==> src/rtl/mem_port_arbiter.sv <==
// Round-robin arbiter sharing one memory port between four requesters.
// It latches the winner's request, runs one memory transaction, then acks the winner.
module mem_port_arbiter #(
  parameter int AW      = 32,
  parameter int DW      = 32,
  parameter int TIMEOUT = 16,
  parameter int CW      = 8
) (
  input  logic            clk,
  input  logic            rst_b,
  input  logic [3:0]      req,
  input  logic [4*AW-1:0] addr,
  input  logic [4*DW-1:0] wdata,
  input  logic [3:0]      we,
  output logic [3:0]      gnt,
  output logic [3:0]      ack,
  output logic [DW-1:0]   rdata,
  output logic            err,
  output logic            mem_req,
  output logic [AW-1:0]   mem_addr,
  output logic [DW-1:0]   mem_wdata,
  output logic            mem_we,
  input  logic            mem_ack,
  input  logic [DW-1:0]   mem_rdata
);

  typedef enum logic [1:0] {IDLE, BUSY, RESP} state_t;

  localparam logic [CW-1:0] TLAST = CW'(TIMEOUT - 1);

  state_t        state, state_n;
  logic [1:0]    ptr, ptr_n;
  logic [CW-1:0] cnt, cnt_n;
  logic [3:0]    gnt_n, ack_n;
  logic          err_n, mem_req_n, mem_we_n;
  logic [AW-1:0] mem_addr_n;
  logic [DW-1:0] mem_wdata_n, rdata_n;
  logic [1:0]    win;
  logic          any;
  logic          timed_out;

  // First set request bit scanning upward from the priority pointer.
  always_comb begin
    win = '0;
    any = 1'b0;
    for (int unsigned k = 0; k < 4; k++) begin
      if (!any && req[ptr + 2'(k)]) begin
        any = 1'b1;
        win = ptr + 2'(k);
      end
    end
  end

  assign timed_out = (TIMEOUT != 0) && (cnt == TLAST);

  always_comb begin
    state_n     = state;
    ptr_n       = ptr;
    cnt_n       = cnt;
    gnt_n       = gnt;
    ack_n       = '0;
    err_n       = 1'b0;
    rdata_n     = rdata;
    mem_req_n   = mem_req;
    mem_addr_n  = mem_addr;
    mem_wdata_n = mem_wdata;
    mem_we_n    = mem_we;
    case (state)
      IDLE: begin
        if (any) begin
          gnt_n       = 4'b0001 << win;
          mem_req_n   = 1'b1;
          mem_addr_n  = addr[win*AW +: AW];
          mem_wdata_n = wdata[win*DW +: DW];
          mem_we_n    = we[win];
          ptr_n       = win + 2'd1;
          cnt_n       = '0;
          state_n     = BUSY;
        end
      end
      BUSY: begin
        // A memory ack on the timeout edge still counts as a normal completion.
        if (mem_ack) begin
          rdata_n   = mem_rdata;
          ack_n     = gnt;
          gnt_n     = '0;
          mem_req_n = 1'b0;
          state_n   = RESP;
        end else if (timed_out) begin
          rdata_n   = '0;
          ack_n     = gnt;
          err_n     = 1'b1;
          gnt_n     = '0;
          mem_req_n = 1'b0;
          state_n   = RESP;
        end else begin
          cnt_n = cnt + 1'b1;
        end
      end
      RESP:    state_n = IDLE;
      default: state_n = IDLE;
    endcase
  end

  always_ff @(posedge clk or negedge rst_b) begin
    if (!rst_b) begin
      state     <= IDLE;
      ptr       <= '0;
      cnt       <= '0;
      gnt       <= '0;
      ack       <= '0;
      err       <= 1'b0;
      rdata     <= '0;
      mem_req   <= 1'b0;
      mem_addr  <= '0;
      mem_wdata <= '0;
      mem_we    <= 1'b0;
    end else begin
      state     <= state_n;
      ptr       <= ptr_n;
      cnt       <= cnt_n;
      gnt       <= gnt_n;
      ack       <= ack_n;
      err       <= err_n;
      rdata     <= rdata_n;
      mem_req   <= mem_req_n;
      mem_addr  <= mem_addr_n;
      mem_wdata <= mem_wdata_n;
      mem_we    <= mem_we_n;
    end
  end

endmodule

==> config.mk <==
export PLATFORM = sky130hd
export DESIGN_NAME = mem_port_arbiter
export DESIGN_NICKNAME = d
export VERILOG_FILES = /design/src/rtl/mem_port_arbiter.sv
export SDC_FILE = /design/constraint.sdc
export NUM_CORES = 1
export LEC_CHECK = 0
export ABC_AREA = 1
export CAP_MARGIN = 20
export CORE_AREA = 2 2 157 159
export CTS_CLUSTER_SIZE = 8
export DETAILED_ROUTE_END_ITERATION = 6
export DIE_AREA = 0 0 159 161
export PLACE_DENSITY = 0.71
export SETUP_SLACK_MARGIN = 0.1
export SLEW_MARGIN = 30
export SYNTH_ARGS = -nofsm -noshare
export SYNTH_HDL_FRONTEND = slang
export SYNTH_SLANG_ARGS = --single-unit
==> constraint.sdc <==
create_clock -name clk -period 1.8 [get_ports clk]
set_input_delay 0.18 -clock clk [delete_from_list [all_inputs] [get_ports clk]]
set_output_delay 0.18 -clock clk [all_outputs]
set_load 0.02 [all_outputs]
==> flow_summary.ini, run 1 <==
[place]
portBuffers = 405
postPlaceCellArea_um2 = 12700
dp_hpwl_um = 24100
gp_congestion = 0.914
dp.cells = 1936

[yosys]
syn_area_um2 = 7730
ys_ff_latch = 119
ys.flop_type = dfrtp_1
yosysTopAreaCell = dfrtp_1
yosysUniqueCellTypes = 25
synth.top_cells.by_count = 760 x nand2_1, 130 x nand4_1, 119 x dfrtp_1, 52 x buf_2, 46 x nand3_1
syn-num-nets = 1528
yosysTopAreaCellShare = 0.385
synth.yosys.seq_area_share = 0.385
synth_edf_count = 0
syn_area_per_cell_um2 = 6.30
yosysMostFrequentCell = nand2_1
yosys-top-cells-area = dfrtp_1 39%, nand2_1 37%, nand4_1 11%
yosysWarnings = 0
synthCells = 1228
async_reset_ff_frac = 1.00

[global_routing]
grt_pass1_wl_um = 52300
grt_max_degree = 57
antenna_found_initial = 5
overflow = 0
first_global_vias = 9539
grt_usage = 0.259

[worst_setup_path]
cp-end-kind = flop
crit_path_frequent_cell = nand2_2
rrSetupSlack_ns = -0.31
path_cells = buf_6 -> nand2_2 -> nand2_2 -> nand2_2 -> nand2_2 -> nand2_4 -> nand2_4 -> nand2_4 -> nand3_4 -> buf_6 -> buf_12 -> clkbuf_16 -> nand2_4 -> nand2_2 -> nand2_2 -> nand2_1 -> nand2_1 -> nand2_1
crit_fanout = 6
cp.depth = 18
cp-endpoint = mem_addr[23]$_DFFE_PN0P_
critical-path-max-stage-delay_ns = 0.48
cp_slowest_cell = dfrtp_2
critical_path_buf_inv_count = 4
cp-startpoint = ptr[0]$_DFFE_PN0P_
r2r-end = mem_addr[23]$_DFFE_PN0P_
crit_type = reg2reg
crit_family = simple AND/OR/NAND/NOR gates
cp.arrival_ns = 2.41
r2r-start = ptr[0]$_DFFE_PN0P_
worstPathRequired_ns = 2.10
reg2reg_depth = 18
crit_path_start_kind = flop

[die]
num_rows = 57
start_util = 0.323
dieArea_um2 = 25600
die_w_um = 159
dieHeight_um = 161
coreArea_um2 = 24000
io_pins = 406

[outcome]
violations = negative setup slack
status = finished, violations left

[timing]
maxSlewHeadroom = 0.648
setup_tns_ns = -20.43
rsz0062_at_grt = yes
final_hold_viol_count = 0
finalSetupViolCount = 80
min_period_ns = 2.11
slew_violations = 0
fmax_ghz = 0.474
fin_skew_ns = 0.00912
fin_crit_sh = 1.17
worst_pin_slew_ns = 0.528
fin_ws_ns = -0.309

[cts]
cts-buffers-inserted = 17
clk_pin_slew_worst_paths_ns = 0.07
cts_tree = yes
clock_latency_ns = 0.42
cts_root_buffer = clkbuf_16
clock-sinks = 119
clockBufferDepth = 2
cts-htree-levels = 4

[cells_and_area]
final_design_area_no_fill_um2 = 14300
nets = 1964
nFillCells = 2247
drive_gt1_frac = 0.139
syn_to_final_growth_pct = 85.0
post_layout_nonfiller_instances = 2006

[power]
leakagePower_uw = 0.00711
vdd.ir_drop.worst_mv = 1.04
p_per_area_nw_per_um2 = 2370
p_total_uw = 34000

[route]
drt-initial-drc-count = 769
drtAntennaViolNets = 0
drc = 0
first_pass_iters = 6
drt_wl_total_um = 35700
vias = 9922
wl_per_cell_um = 17.8
via_per_inst = 4.95

[flow_run]
maxCapViolCount = 0

[worst_hold_path]
hp-class = in2async
[cells by family (layout without fill, tap and decap cells)]
logic type	Yosys count	after routing	synth area share
flip-flops	119	119	0.385
XOR/XNOR	1	1	0.00113
buffers and inverters	126	575	0.0786
adder cells (fa/ha/maj)	1	1	0.00162
AO/OA/AOI/OAI	20	20	0.0141
other	0	5	0
AND/OR/NAND/NOR	961	961	0.519
[cell usage in the layout, fill, tap and decap left out, types with 6 or more instances in the layout]
cell type,count
buf_16,14
nand2_2,54
inv_6,6
inv_1,22
buf_6,12
nand2_4,14
nor2_1,12
nand2_1,694
dfrtp_1,117
nand3_1,40
buf_4,46
clkbuf_16,24
nand3_4,7
buf_12,27
clkdlybuf4s50_1,403
nand4_1,130
[how the worst min path moves through the flow]
stage           from                        to  slack, ns
2_1_floorplan  rst_b          ack[0]$_DFF_PN0_      -0.12
3_3_place_gp   rst_b  mem_wdata[4]$_DFFE_PN0P_       0.18
4_1_cts        rst_b  mem_wdata[4]$_DFFE_PN0P_       0.28
5_1_grt        rst_b  mem_wdata[4]$_DFFE_PN0P_       0.28
3_5_place_dp   rst_b  mem_wdata[4]$_DFFE_PN0P_       0.19
6_report       rst_b  mem_wdata[4]$_DFFE_PN0P_       0.27
[layer usage]
metal / track usage / up-vias / part of all wire
li1: - / 4830 / -
met1: 0.305 / 4571 / 0.40
met2: 0.457 / 435 / 0.49
met3: 0.0560 / 84 / 0.070
met4: 0.114 / 2 / 0.039
met5: 0 / - / 0.00028
[flip-flops by register name (all words and copies together), names as in the netlist, 2 cells and up]
name and count:
mem_addr 32, mem_wdata 32, rdata 32, cnt 8
ack 4, gnt 4, ptr 2, state 2
[through the flow]
stage               setup WS (ns)   util  hold WS, ns
global route               -0.434  0.597        0.284
global placement           -0.438  0.531        0.183
floorplan                  0.0314      -       -0.116
finish                     -0.309  0.597        0.268
CTS                        -0.293  0.578        0.279
detailed placement         -0.470  0.531        0.189
[report_power, final]
part	total, uW	switching (uW)	internal, uW	leakage (uW)
Combinational	26100	14500	11600	0.00532
Clock	3400	1450	1960	0.000275
Sequential	4500	639	3860	0.00152
Total	34000	16600	17400	0.00711
[cell type report]
class | count | area (um2) | area share
tap | 324 | 405 | 0.0283
inverter | 30 | 128 | 0.00892
antenna | 5 | 12.5 | 0.000874
sequential | 119 | 2980 | 0.208
multi-input combinational | 983 | 4530 | 0.317
clock inverter | 15 | 160 | 0.0112
timing repair buffer | 513 | 5670 | 0.396
clock buffer | 17 | 425 | 0.0297
[repair_timing]
item                                    CTS  global route
endpoints found under the setup margin  117           118
gates cloned                             10             9
hold buffers                              1             0
hold endpoints to repair                 33             0
setup buffers                            11             3
pin swaps                                16            25
gates resized for setup                  59            66
(Power assumes the default switching activity.)
==> run 2: changes to the inputs <==
CORE_AREA = 2 2 160 162   (was 2 2 157 159)
DIE_AREA = 0 0 162 164   (was 0 0 159 161)
PLACE_DENSITY = 0.66   (was 0.71)
clock period = 2.25 ns   (was 1.8 ns; I/O delays follow)
==> run 2 against run 1 <==
  * The flow now finishes without violations
  * Wire length up 0.14%
  * Utilization down 3.2 points
  * Setup slack better by 0.32 ns
  * Sequential share of layout area up 0.42 points
  * Register-to-register slack better by 0.32 ns
  * Critical endpoint is now mem_addr[24]$_DFFE_PN0P_
  * Largest cell class unchanged
==> flow_summary.ini, run 2 (same netlist as run 1, synthesis figures left out) <==
[outcome]
status = finished, final reports clean

[timing]
fin_crit_sh = 0.996
fin_skew_ns = 0.0115
worst_pin_slew_ns = 0.365
min_period_ns = 2.24
rsz0062_at_grt = yes
slew_violations = 0
finalSetupViolCount = 0
final_hold_viol_count = 0
fmax_ghz = 0.446
maxSlewHeadroom = 0.757
whs_ns = 0.240
setup_tns_ns = 0

[global_routing]
grt_usage = 0.250
overflow = 0
grt_pass1_wl_um = 51800
first_global_vias = 9301
antenna_found_initial = 3
grt_max_degree = 69

[worst_setup_path]
cp_slowest_cell = dfrtp_2
crit_path_start_kind = flop
crit_family = simple AND/OR/NAND/NOR gates
critical_path_buf_inv_count = 5
critical-path-max-stage-delay_ns = 0.51
worstPathRequired_ns = 2.61
path_cells = clkinv_4 -> buf_6 -> nand2_2 -> nand2_2 -> nand2_2 -> nand2_2 -> nor2_4 -> nand3_4 -> nand3_4 -> buf_8 -> buf_6 -> clkbuf_16 -> nand2_1 -> nand2_1 -> nand2_1 -> nand2_1 -> nand2_1 -> nand2_1
crit_path_frequent_cell = nand2_1
cp.arrival_ns = 2.60
crit_type = reg2reg
crit_fanout = 7
cp-end-kind = flop

[cells_and_area]
syn_to_final_growth_pct = 81.3
multi_input_area_um2 = 4400
drive_gt1_frac = 0.116
final_common_cell = nand2_1
top_regs = mem_addr (32), mem_wdata (32), rdata (32)
utilization = 0.565
ff_latch_area_um2 = 2980
nets = 1953
layout_common_cells = 723 x nand2_1, 404 x clkdlybuf4s50_1, 130 x nand4_1, 117 x dfrtp_1, 43 x nand3_1
nFillCells = 2405

[place]
gp_congestion = 0.899
dp_hpwl_um = 24100
portBuffers = 405

[die]
coreArea_um2 = 24800
start_util = 0.312
num_rows = 58
dieArea_um2 = 26600
die_w_um = 162
io_pins = 406
dieHeight_um = 164

[cts]
clockBufferDepth = 2
cts_tree = yes
clock-sinks = 119
cts-buffers-inserted = 17
cts_root_buffer = clkbuf_16
cts-htree-levels = 4
clock_latency_ns = 0.42
clk_pin_slew_worst_paths_ns = 0.06

[power]
leakagePower_uw = 0.00700
vdd.ir_drop.worst_mv = 1.02
p_per_area_nw_per_um2 = 1860

[route]
drt_wl_total_um = 35700
first_pass_iters = 4
drc = 0
wl_per_cell_um = 17.9
drtAntennaViolNets = 0
drt-initial-drc-count = 735
via_per_inst = 4.93
vias = 9852

[flow_run]
maxCapViolCount = 0

[worst_hold_path]
hp-class = in2async
[run 2: changes by cell type in the layout (fill, tap and decap cells not counted), sizes merged]
cell           previous run  this run
clkbuf                   24        30
inv                      37        38
diode                     5         3
clkdlybuf4s50           403       404
clkinvlp                  4         0
bufinv                    1         3
dlymetal6s2s              1         0
buf                     101        83
clkinv                    3         5
[run 2: metal layers]
metal  up-vias  global-route usage  share of wire
li1       4809                   -              -
met1      4607               0.305           0.41
met2       389               0.434           0.50
met3        47              0.0624          0.073
met4         0              0.0752          0.020
met5         -                   0              0
[run 2: worst register-to-register path: cells and delay by family (launching register included)]
kind	cells	cell delay (ns)
buf+inv	5	0.69
simple gates	13	0.97
flops	1	0.51
[run 2: through the flow]
stage	setup slack (ns)	power [uW]	area, um2	cells
final	0.00960	26100	14000	1999
after global routing	-0.135	28300	14000	1998
after CTS	0.0361	23800	13200	1962
after detailed placement	-0.146	19500	12300	1914
after global placement	-0.122	19400	12300	1914
after floorplan	0.336	13500	7730	1228
[run 2: layout make-up]
class,count,share of cell area
clock inverters,15,0.0127
clock buffers,17,0.0303
multi-input cells,983,0.313
diodes,3,0.000535
inverters,30,0.0110
repair buffers,501,0.390
well taps,330,0.0294
repair inverters,1,0.000446
flip-flops and latches,119,0.213
[run 2: repair_timing]
item | 4_1_cts | 5_1_grt
setup buffers | 11 | 21
resized for setup | 23 | 86
pin swaps | 4 | 40
hold buffers | 1 | 0
setup endpoints to repair | 108 | 112
hold endpoints to repair | 16 | 0
gates cloned | 4 | 14
[run 2: final timing paths]
path	to	cells past startpoint	start	slack [ns]
setup / recovery	mem_addr[24]$_DFFE_PN0P_	18	ptr[0]$_DFFE_PN0P_	0.01
max in group asynchronous	ptr[1]$_DFFE_PN0P_	3	rst_b	1.33
min in group clk	rdata[3]$_DFFE_PN0P_	3	mem_rdata[3]	0.36
setup reg to reg	mem_addr[24]$_DFFE_PN0P_	18	ptr[0]$_DFFE_PN0P_	0.01
hold reg to reg	rdata[31]$_DFFE_PN0P_	2	rdata[31]$_DFFE_PN0P_	0.47
hold / removal	mem_we$_DFFE_PN0P_	2	rst_b	0.24
[run 2: power by group]
group,internal (uW),switching (uW),leakage (uW)
combinational,8570,11100,0.00518
clock,1680,1150,0.000299
sequential,3090,520,0.00152
